$ cat config.mk
export PLATFORM = sky130hd
export DESIGN_NAME = lc3b_ctrl_pipe
export DESIGN_NICKNAME = d
export VERILOG_FILES = /design/src/rtl/lc3b_ctrl_pipe.sv
export SDC_FILE = /design/constraint.sdc
export NUM_CORES = 1
export LEC_CHECK = 0
export ABC_AREA = 1
export BUFFER_PORTS_ARGS = -buffer_cell sky130_fd_sc_hd__buf_2
export CORE_MARGIN = 8
export CORE_UTILIZATION = 45
export CTS_CLUSTER_DIAMETER = 200
export DETAILED_ROUTE_END_ITERATION = 16
export HOLD_SLACK_MARGIN = 0.06
export PLACE_DENSITY = 0.7
export SKIP_LAST_GASP = 1
export SYNTH_ARGS = -nofsm -noshare
export SYNTH_HDL_FRONTEND = slang
export SYNTH_SLANG_ARGS = --single-unit
$ cat constraint.sdc
create_clock -name clk -period 4.6 [get_ports clk]
set_input_delay 1.15 -clock clk [delete_from_list [all_inputs] [get_ports clk]]
set_output_delay 1.15 -clock clk [all_outputs]
set_load 0.05 [all_outputs]
$ cat src/rtl/lc3b_ctrl_pipe.sv
// LC-3b control pipeline: decodes instructions into packed control words and carries
// them through STAGES registers with load-use bubble insertion, global stall and partial flush.
module lc3b_ctrl_pipe #(
  parameter int STAGES      = 3,
  parameter int CTRL_W      = 24,
  parameter int FLUSH_DEPTH = 1,
  parameter int CNT_W       = 16
) (
  input  logic                     clk,
  input  logic                     reset,
  input  logic                     id_valid_in,
  input  logic [15:0]              id_instr,
  input  logic                     stall_in,
  input  logic                     flush_in,
  output logic                     id_ready,
  output logic [STAGES-1:0]        stage_valid,
  output logic [STAGES*CTRL_W-1:0] stage_ctrl,
  output logic [CNT_W-1:0]         hazard_count
);

  localparam logic [3:0] OP_BR  = 4'd0,  OP_ADD = 4'd1,  OP_LDB = 4'd2,  OP_STB = 4'd3;
  localparam logic [3:0] OP_JSR = 4'd4,  OP_AND = 4'd5,  OP_LDR = 4'd6,  OP_STR = 4'd7;
  localparam logic [3:0] OP_RTI = 4'd8,  OP_NOT = 4'd9,  OP_LDI = 4'd10, OP_STI = 4'd11;
  localparam logic [3:0] OP_JMP = 4'd12, OP_SHF = 4'd13, OP_LEA = 4'd14, OP_TRAP = 4'd15;

  function automatic logic [23:0] decodeInstr(input logic [15:0] ir);
    logic       ldRf, ldCc, memRd, memWr, sr1Used, sr2Used;
    logic [1:0] byteEn;
    logic [2:0] aluOp, dest, sr1, sr2;
    ldRf = 1'b0; ldCc = 1'b0; memRd = 1'b0; memWr = 1'b0;
    sr1Used = 1'b0; sr2Used = 1'b0; byteEn = 2'b00;
    aluOp = 3'd0; dest = 3'd0; sr1 = 3'd0; sr2 = 3'd0;
    case (ir[15:12])
      OP_ADD, OP_AND: begin
        ldRf = 1'b1; ldCc = 1'b1;
        aluOp = (ir[15:12] == OP_AND) ? 3'd1 : 3'd0;
        dest = ir[11:9]; sr1 = ir[8:6]; sr1Used = 1'b1;
        if (!ir[5]) begin
          sr2 = ir[2:0]; sr2Used = 1'b1;
        end
      end
      OP_NOT: begin
        ldRf = 1'b1; ldCc = 1'b1; aluOp = 3'd2;
        dest = ir[11:9]; sr1 = ir[8:6]; sr1Used = 1'b1;
      end
      OP_SHF: begin
        ldRf = 1'b1; ldCc = 1'b1;
        dest = ir[11:9]; sr1 = ir[8:6]; sr1Used = 1'b1;
        aluOp = !ir[4] ? 3'd4 : (!ir[5] ? 3'd5 : 3'd6);
      end
      OP_LDR, OP_LDI, OP_LDB: begin
        ldRf = 1'b1; ldCc = 1'b1; memRd = 1'b1;
        byteEn = (ir[15:12] == OP_LDB) ? 2'b01 : 2'b11;
        dest = ir[11:9]; sr1 = ir[8:6]; sr1Used = 1'b1;
      end
      OP_STR, OP_STI, OP_STB: begin
        memWr = 1'b1;
        byteEn = (ir[15:12] == OP_STB) ? 2'b01 : 2'b11;
        sr1 = ir[8:6]; sr1Used = 1'b1; sr2 = ir[11:9]; sr2Used = 1'b1;
      end
      OP_LEA: begin
        ldRf = 1'b1; ldCc = 1'b1; aluOp = 3'd3; dest = ir[11:9];
      end
      OP_JSR: begin
        ldRf = 1'b1; dest = 3'd7;
        if (!ir[11]) begin
          sr1 = ir[8:6]; sr1Used = 1'b1;
        end
      end
      OP_JMP: begin
        sr1 = ir[8:6]; sr1Used = 1'b1;
      end
      OP_TRAP: begin
        ldRf = 1'b1; memRd = 1'b1; byteEn = 2'b11; dest = 3'd7;
      end
      default: ;
    endcase
    return {sr1Used, sr2Used, sr2, sr1, dest, aluOp, byteEn, memWr, memRd, ldCc, ldRf, ir[15:12]};
  endfunction

  logic [STAGES-1:0]             stageValid_q, stageValid_d;
  logic [STAGES-1:0][CTRL_W-1:0] stageCtrl_q, stageCtrl_d;
  logic [CNT_W-1:0]              hazardCnt_q, hazardCnt_d;
  logic [23:0]                   idDecoded;
  logic [2:0]                    exDest;
  logic                          hazard;

  assign idDecoded = decodeInstr(id_instr);
  assign exDest    = stageCtrl_q[0][15:13];

  // A load in EX cannot forward its result to a consumer decoding right now.
  assign hazard = stageValid_q[0] && stageCtrl_q[0][6] && stageCtrl_q[0][4] && id_valid_in &&
                  ((idDecoded[23] && (idDecoded[18:16] == exDest)) ||
                   (idDecoded[22] && (idDecoded[21:19] == exDest)));

  assign id_ready     = !reset && !stall_in && !flush_in && !hazard;
  assign stage_valid  = stageValid_q;
  assign stage_ctrl   = stageCtrl_q;
  assign hazard_count = hazardCnt_q;

  always_comb begin
    stageValid_d = stageValid_q;
    stageCtrl_d  = stageCtrl_q;
    hazardCnt_d  = hazardCnt_q;
    if (flush_in) begin
      if (!stall_in) begin
        for (int i = 1; i < STAGES; i++) begin
          stageValid_d[i] = stageValid_q[i-1];
          stageCtrl_d[i]  = stageCtrl_q[i-1];
        end
      end
      // Flushed stages keep stale ctrl; only the valid bit is authoritative.
      for (int i = 0; i < FLUSH_DEPTH; i++) begin
        stageValid_d[i] = 1'b0;
      end
    end else if (!stall_in) begin
      for (int i = 1; i < STAGES; i++) begin
        stageValid_d[i] = stageValid_q[i-1];
        stageCtrl_d[i]  = stageCtrl_q[i-1];
      end
      stageValid_d[0] = id_ready && id_valid_in;
      stageCtrl_d[0]  = (id_ready && id_valid_in) ? CTRL_W'(idDecoded) : '0;
      if (hazard && (hazardCnt_q != '1)) begin
        hazardCnt_d = hazardCnt_q + 1'b1;
      end
    end
  end

  always_ff @(posedge clk) begin
    if (reset) begin
      stageValid_q <= '0;
      stageCtrl_q  <= '0;
      hazardCnt_q  <= '0;
    end else begin
      stageValid_q <= stageValid_d;
      stageCtrl_q  <= stageCtrl_d;
      hazardCnt_q  <= hazardCnt_d;
    end
  end

endmodule

Yosys cells after proc, flatten, opt, wreduce, memory -nomap -nowiden
Cells that the tools add are included.
Widths: inputs -> output; s select.
{"block": "totals", "out_inout_bits": 92, "latch_bits": 0, "ff_bits": 91, "elab_cells": 80, "ramBits": 0, "input_bits": 21, "mem_bits_ro": 0, "n_memories": 0}
{"block": "op_classes", "magnitude_cmp": 0, "div_mod_pow": 0, "muxes": 27, "multipliers": 0, "addsub": 1, "bitwise": 2, "n_reduce_logical": 27, "n_shift": 0, "eq_ne": 17}
{"cell": "$mux 48", "count": 2}
{"cell": "$mux 72", "count": 1}
{"cell": "$eq 4x4->1 const B", "count": 7}
{"cell": "$mux 24", "count": 1}
{"cell": "$pmux 3 s2", "count": 3}
{"cell": "$add 16x1->16 const B", "count": 1}
{"cell": "$eq 4x3->1 const B", "count": 4}
{"cell": "$ne 16x16->1 const B", "count": 1}
{"cell": "$mux 3", "count": 4}
{"cell": "$pmux 3 s4", "count": 1}
{"cell": "$logic_and 1x1->1", "count": 11}
{"cell": "$reduce_or 11->1", "count": 1}
{"cell": "$mux 2", "count": 5}
{"cell": "$reduce_or 10->1", "count": 1}
{"cell": "$eq 4x2->1 const B", "count": 2}
{"cell": "$reduce_or 8->1", "count": 1}
{"cell": "$mux 1", "count": 7}
{"cell": "$eq 3x3->1", "count": 2}
{"cell": "$pmux 2 s3", "count": 1}
{"cell": "$reduce_or 2->1", "count": 3}
{"cell": "$reduce_or 3->1", "count": 2}
{"cell": "$eq 4x1->1 const B", "count": 1}
{"cell": "$logic_not 1->1", "count": 4}
{"cell": "$pmux 1 s2", "count": 2}
{"cell": "other kinds (5)", "count": 6}

Logic depth before layout (Yosys ltp)
{"block": "logic_depth", "word_depth": 13, "depth_mapped": 14, "depth_no_buf": 14}

Worst setup path before layout
OpenSTA, ideal clock, no wires.
{"block": "synth_path", "path_type": "in2out", "start": "input id_instr[13]", "end": "output id_ready", "path_buffers": 1, "cell_stages": 10, "slack_ns": 0.455, "t_required_ns": 3.450, "arrival_ns": 2.995, "path_cell_list": "inv_2 nand2_1 nor2_2 nand2_1 a21oi_1 nor2_1 nand2_2 a21oi_2 buf_6 nor3_1"}
{"block": "synth_via", "elab_chain_len": 9, "word_cells_on_any_way": 27, "classes_between": "eq/ne (14); mux (4); reduce/logical (9)"}
{"element": "from (decl)", "line_no": "12", "source": "input logic [15:0] id_instr,"}
{"element": "$eq 4x3->1, or another cell as far along", "line_no": "33", "source": "case (ir[15:12])"}
{"element": "$reduce_or 11->1 (no line), or another cell as far along"}
{"element": "$pmux 3 s2", "line_no": "33"}
{"element": "$eq 3x3->1 (on tied branches)", "line_no": "93, 94"}
{"element": "$logic_and 1x1->1 (on tied branches)", "line_no": "93, 94"}
{"element": "$logic_or 1x1->1 *", "line_no": "93", "source": "((idDecoded[23] && (idDecoded[18:16] == exDest)) ||"}
{"element": "$logic_and 1x1->1 *", "line_no": "92", "source": "assign hazard = stageValid_q[0] && stageCtrl_q[0][6] && stageCtrl_q[0][4] && id_valid_in &&"}
{"element": "$logic_not 1->1 *", "line_no": "96", "source": "assign id_ready = !reset && !stall_in && !flush_in && !hazard;"}
{"element": "$logic_and 1x1->1 *", "line_no": "96"}
{"element": "to (decl)", "line_no": "15", "source": "output logic id_ready,"}
Mark *: on every way between the ends. The rest lies on a longest branch, timed or not.

Worst setup path in the final report
{"block": "layout_path", "start": "input id_instr[12]", "end": "output id_ready"}
Same word-level chain as after synthesis.

==> Flow_metrics.wiki <==
{| class="wikitable"
! Metric !! Value
|-
| Cell area after layout || ~4900 um2
|-
| Number of buffer and inverter instances along the worst setup path || 4
|-
| Starting Density || 45.5%
|-
| Crit-path cells || buf_2, inv_1, nor2_1, nand3_1, nand2_1, nand2_1, nand2_1, nor2_1, nand2_2, a21oi_2, buf_4, nor3_1, buf_2
|-
| Cell Pwr Density || about 350 nW/um2
|-
| Core region area || 9020 um2
|-
| Detailed-route wire length || about 11,000 um
|-
| Number of vias after detailed routing || 4,003
|-
| Post-cts gate resize count || 0
|-
| Worst slew slack as a fraction of its limit || a little under a third
|-
| CTS tree || yes
|-
| Number of placed cells counting well taps || roughly 770
|-
| Height of the die || 111 um
|-
| CTS sink cnt || 91
|-
| Post-route setup TNS || 0 ns
|-
| Area used by sequential logic in the layout || 1820 um2
|-
| Max-cap check violation count || 0
|-
| Synth-to-Final Area Change || 19.5%
|-
| First-iteration detailed-routing DRC count || approximately 370
|-
| Maximum number of pins on one net before global-route repair || 51
|-
| Post-route ant nets || 0
|-
| Pins Over Slew Limit || 0
|-
| Share of synthesized area occupied by flip-flops and latches || between 40% and 50%
|-
| Cell mode on critical path || sky130_fd_sc_hd__nand2_1
|-
| Share of post-route cells with drive strength above 1 || about 23%
|-
| Post-Synthesis Net Count || ~590
|-
| Die Area || between 10,000 and 15,000 um2
|-
| Post-detailed-placement half-perimeter wirelength || 8180 um
|-
| Inserted Diodes || 0
|-
| # IOs || approximately 110
|-
| Minimum clock period || between 3 and 4 ns
|-
| Seq cells post-synth || 91
|-
| Syn_area_per_cell || approximately 7.2 um2
|-
| Static leakage power || between 2 and 2.5 nW
|-
| Total routing usage reported by global routing || approximately 18%
|-
| Area taken by multi-input logic gates || 1980 um2
|-
| Post-route clock skew || around 0.012 ns
|-
| Required time of the critical path || about 3.5 ns
|-
| Final setup violating endpoints || 0
|-
| DRC || 0
|-
| Final number of hold-violating endpoints || 0
|-
| Crit share post-route || roughly 83%
|-
| Initial DRT Pass Iterations || 5
|-
| WP data arrival || around 2.7 ns
|-
| Warnings, synthesis || 0
|-
| Unrepaired setup endpoints after global routing || false
|-
| Hold buffers post-CTS || 0
|-
| Smallest setup slack after layout || between 0.7 and 0.8 ns
|-
| TritonCTS buffer count || 9
|-
| Routed vias/inst || between 5 and 6
|-
| Average routed wire per standard cell || ~14 um
|-
| Largest fanout on the critical path || 12
|-
| Critical Path Sink Type || output port
|-
| Global-route wire length before repair || about 19,000 um
|-
| Number of levels in the clock H-tree || 3
|-
| Worst setup timing slack at the placement stage || about 0.8 ns
|-
| WHS || about 0.48 ns
|-
| Placed Instance Area || between 4000 and 5000 um2
|-
| Crit path largest cell delay || 0.29 ns
|-
| Final #Nets || between 600 and 700
|-
| Count of different cell masters after synthesis || 30
|-
| Final standard cell count with taps included and fillers excluded || slightly below 800
|-
| Initial antenna violation count || 0
|-
| Clock root buffer master || sky130_fd_sc_hd__clkbuf_8
|-
| Count of input and output buffers || between 100 and 150
|-
| Gate count of the mapped netlist || 571
|-
| Actual slew at the worst max-slew pin || 1.03 ns
|-
| Clock-pin slew on the worst setup and hold paths || roughly 0.090 ns
|-
| Via count of the first global-routing pass || 3,750
|-
| Peak ir drop on the vdd network || 0.216 mV
|-
| Top Family by Delay on Critical Path || simple AND/OR/NAND/NOR gates
|-
| Placement row count || 35
|-
| Gpl congestion || 0.909
|-
| Crit Path Category || input pin to output port
|-
| Outcome || complete, no violations
|-
| Overall power of the completed layout || 1.70 mW
|-
| F_max || between 0.2 and 0.3 GHz
|-
| Critical path launch point type || input pin
|-
| Post-layout utilization of the core || between 50% and 60%
|-
| Highest-delay cell along the critical path || sky130_fd_sc_hd__buf_2
|-
| Post-CTS Setup Repair Bufs || 0
|-
| Width of the die || ~110 um
|-
| Worst-case clock buffer depth || 2
|-
| Clock latency at the later pin of the worst-skew pair || about 0.36 ns
|-
| Filler cell count in the final layout || between 900 and 1k
|-
| Area of the mapped netlist || 4100 um2
|-
| HP Class || flop to flop
|-
| Total global routing overflow || 0
|}
## Yosys cell counts
library cell,count,area share (%)
sky130_fd_sc_hd__inv_2,4,0.37
sky130_fd_sc_hd__nand2_2,1,0.15
sky130_fd_sc_hd__clkbuf_8,1,0.34
sky130_fd_sc_hd__a21oi_1,35,4.3
sky130_fd_sc_hd__nand4_2,1,0.31
sky130_fd_sc_hd__nor4_1,1,0.15
sky130_fd_sc_hd__buf_4,2,0.37
sky130_fd_sc_hd__nand3_1,23,2.8
sky130_fd_sc_hd__clkinv_1,1,0.091
sky130_fd_sc_hd__dfxtp_1,91,44
sky130_fd_sc_hd__buf_1,2,0.18
sky130_fd_sc_hd__nor2_1,136,12
sky130_fd_sc_hd__clkbuf_1,23,2.1
sky130_fd_sc_hd__nand2_4,3,0.82
sky130_fd_sc_hd__buf_6,4,1.1
sky130_fd_sc_hd__nand3b_1,1,0.18
sky130_fd_sc_hd__o21ai_2,2,0.43
sky130_fd_sc_hd__ha_1,1,0.31
sky130_fd_sc_hd__nand2_1,81,7.4
sky130_fd_sc_hd__inv_1,31,2.8
sky130_fd_sc_hd__nor2_2,1,0.15
sky130_fd_sc_hd__o21ai_0,57,7.0
sky130_fd_sc_hd__nand4_1,44,6.7
sky130_fd_sc_hd__xor2_1,9,1.9
sky130_fd_sc_hd__nand3_2,2,0.49
sky130_fd_sc_hd__or2_2,1,0.15
sky130_fd_sc_hd__a21oi_2,6,1.3
sky130_fd_sc_hd__xnor2_1,3,0.64
sky130_fd_sc_hd__nor3_1,2,0.24
sky130_fd_sc_hd__o21bai_1,2,0.37
## area by class of cell
class | count | share of cell area, %
multi-input combinational | 412 | 40.3
sequential | 91 | 37.2
timing repair buffer | 118 | 12.4
tap | 111 | 2.83
inverter | 36 | 2.76
clock buffer | 9 | 2.53
clock inverter | 6 | 1.94
## power breakdown
group / switching (mW) / internal [mW]
Combinational: 0.193 / 0.0587
Sequential: 0.0170 / 0.814
Clock: 0.302 / 0.311
Total: 0.512 / 1.18
## logic make-up after synthesis
| logic type | count (synthesis) | synth area share [%] |
|---|---|---|
| buffers and inverters | 68 | 7.38 |
| AOI/OAI and AO/OA | 102 | 13.3 |
| adders and majority gates | 1 | 0.305 |
| and+or+nand+nor | 297 | 32.0 |
| DFF | 91 | 44.4 |
| xor gates and xnor gates | 12 | 2.56 |
## layer usage
layer  GRT usage, %  up-vias  share of wire [%]
met5              0        -                  0
met4           4.36        0               0.78
met3           5.22        9                6.6
met2           27.9      120                 46
met1           23.0     1789                 47
li1               -     2085                  -
## worst min-delay path: stages (launching register included)
cell and delay, ns:
sky130_fd_sc_hd__dfxtp_1 0.33, sky130_fd_sc_hd__nor2_1 0.04, sky130_fd_sc_hd__nor2_1 0.08
## path summary, 6_finish.rpt
| path | startpoint | cells past startpoint | end | slack (ns) |
|---|---|---|---|---|
| setup / recovery | id_instr[12] | 13 | id_ready | 0.77 |
| hold / removal | stage_ctrl[62]$_SDFFE_PP0N_ | 2 | stage_ctrl[62]$_SDFFE_PP0N_ | 0.48 |
| setup reg to reg | hazard_count[0]$_SDFFE_PP0P_ | 9 | hazard_count[4]$_SDFFE_PP0P_ | 2.10 |
| hold reg to reg | stage_ctrl[62]$_SDFFE_PP0N_ | 2 | stage_ctrl[62]$_SDFFE_PP0N_ | 0.48 |
## cell usage in the layout (no fill, tap or decap), drive strengths merged
master    n
nand3b    1
or2       1
bufinv    2
dfxtp    91
buf     118
inv      39
clkinv    1
nor2    137
nand4    45
nor3      2
clkbuf    9
a21oi    41
nand3    25
o21ai    59
o21bai    2
nand2    85
xor2      9
nor4      1
ha        1
xnor2     3
## sequential cells by signal, indices dropped and copies added, names as in the netlist
| signal | flops |
|---|---|
| stage_ctrl | 72 |
| stage_valid | 3 |
| hazard_count | 16 |
(Power assumes the default switching activity.)
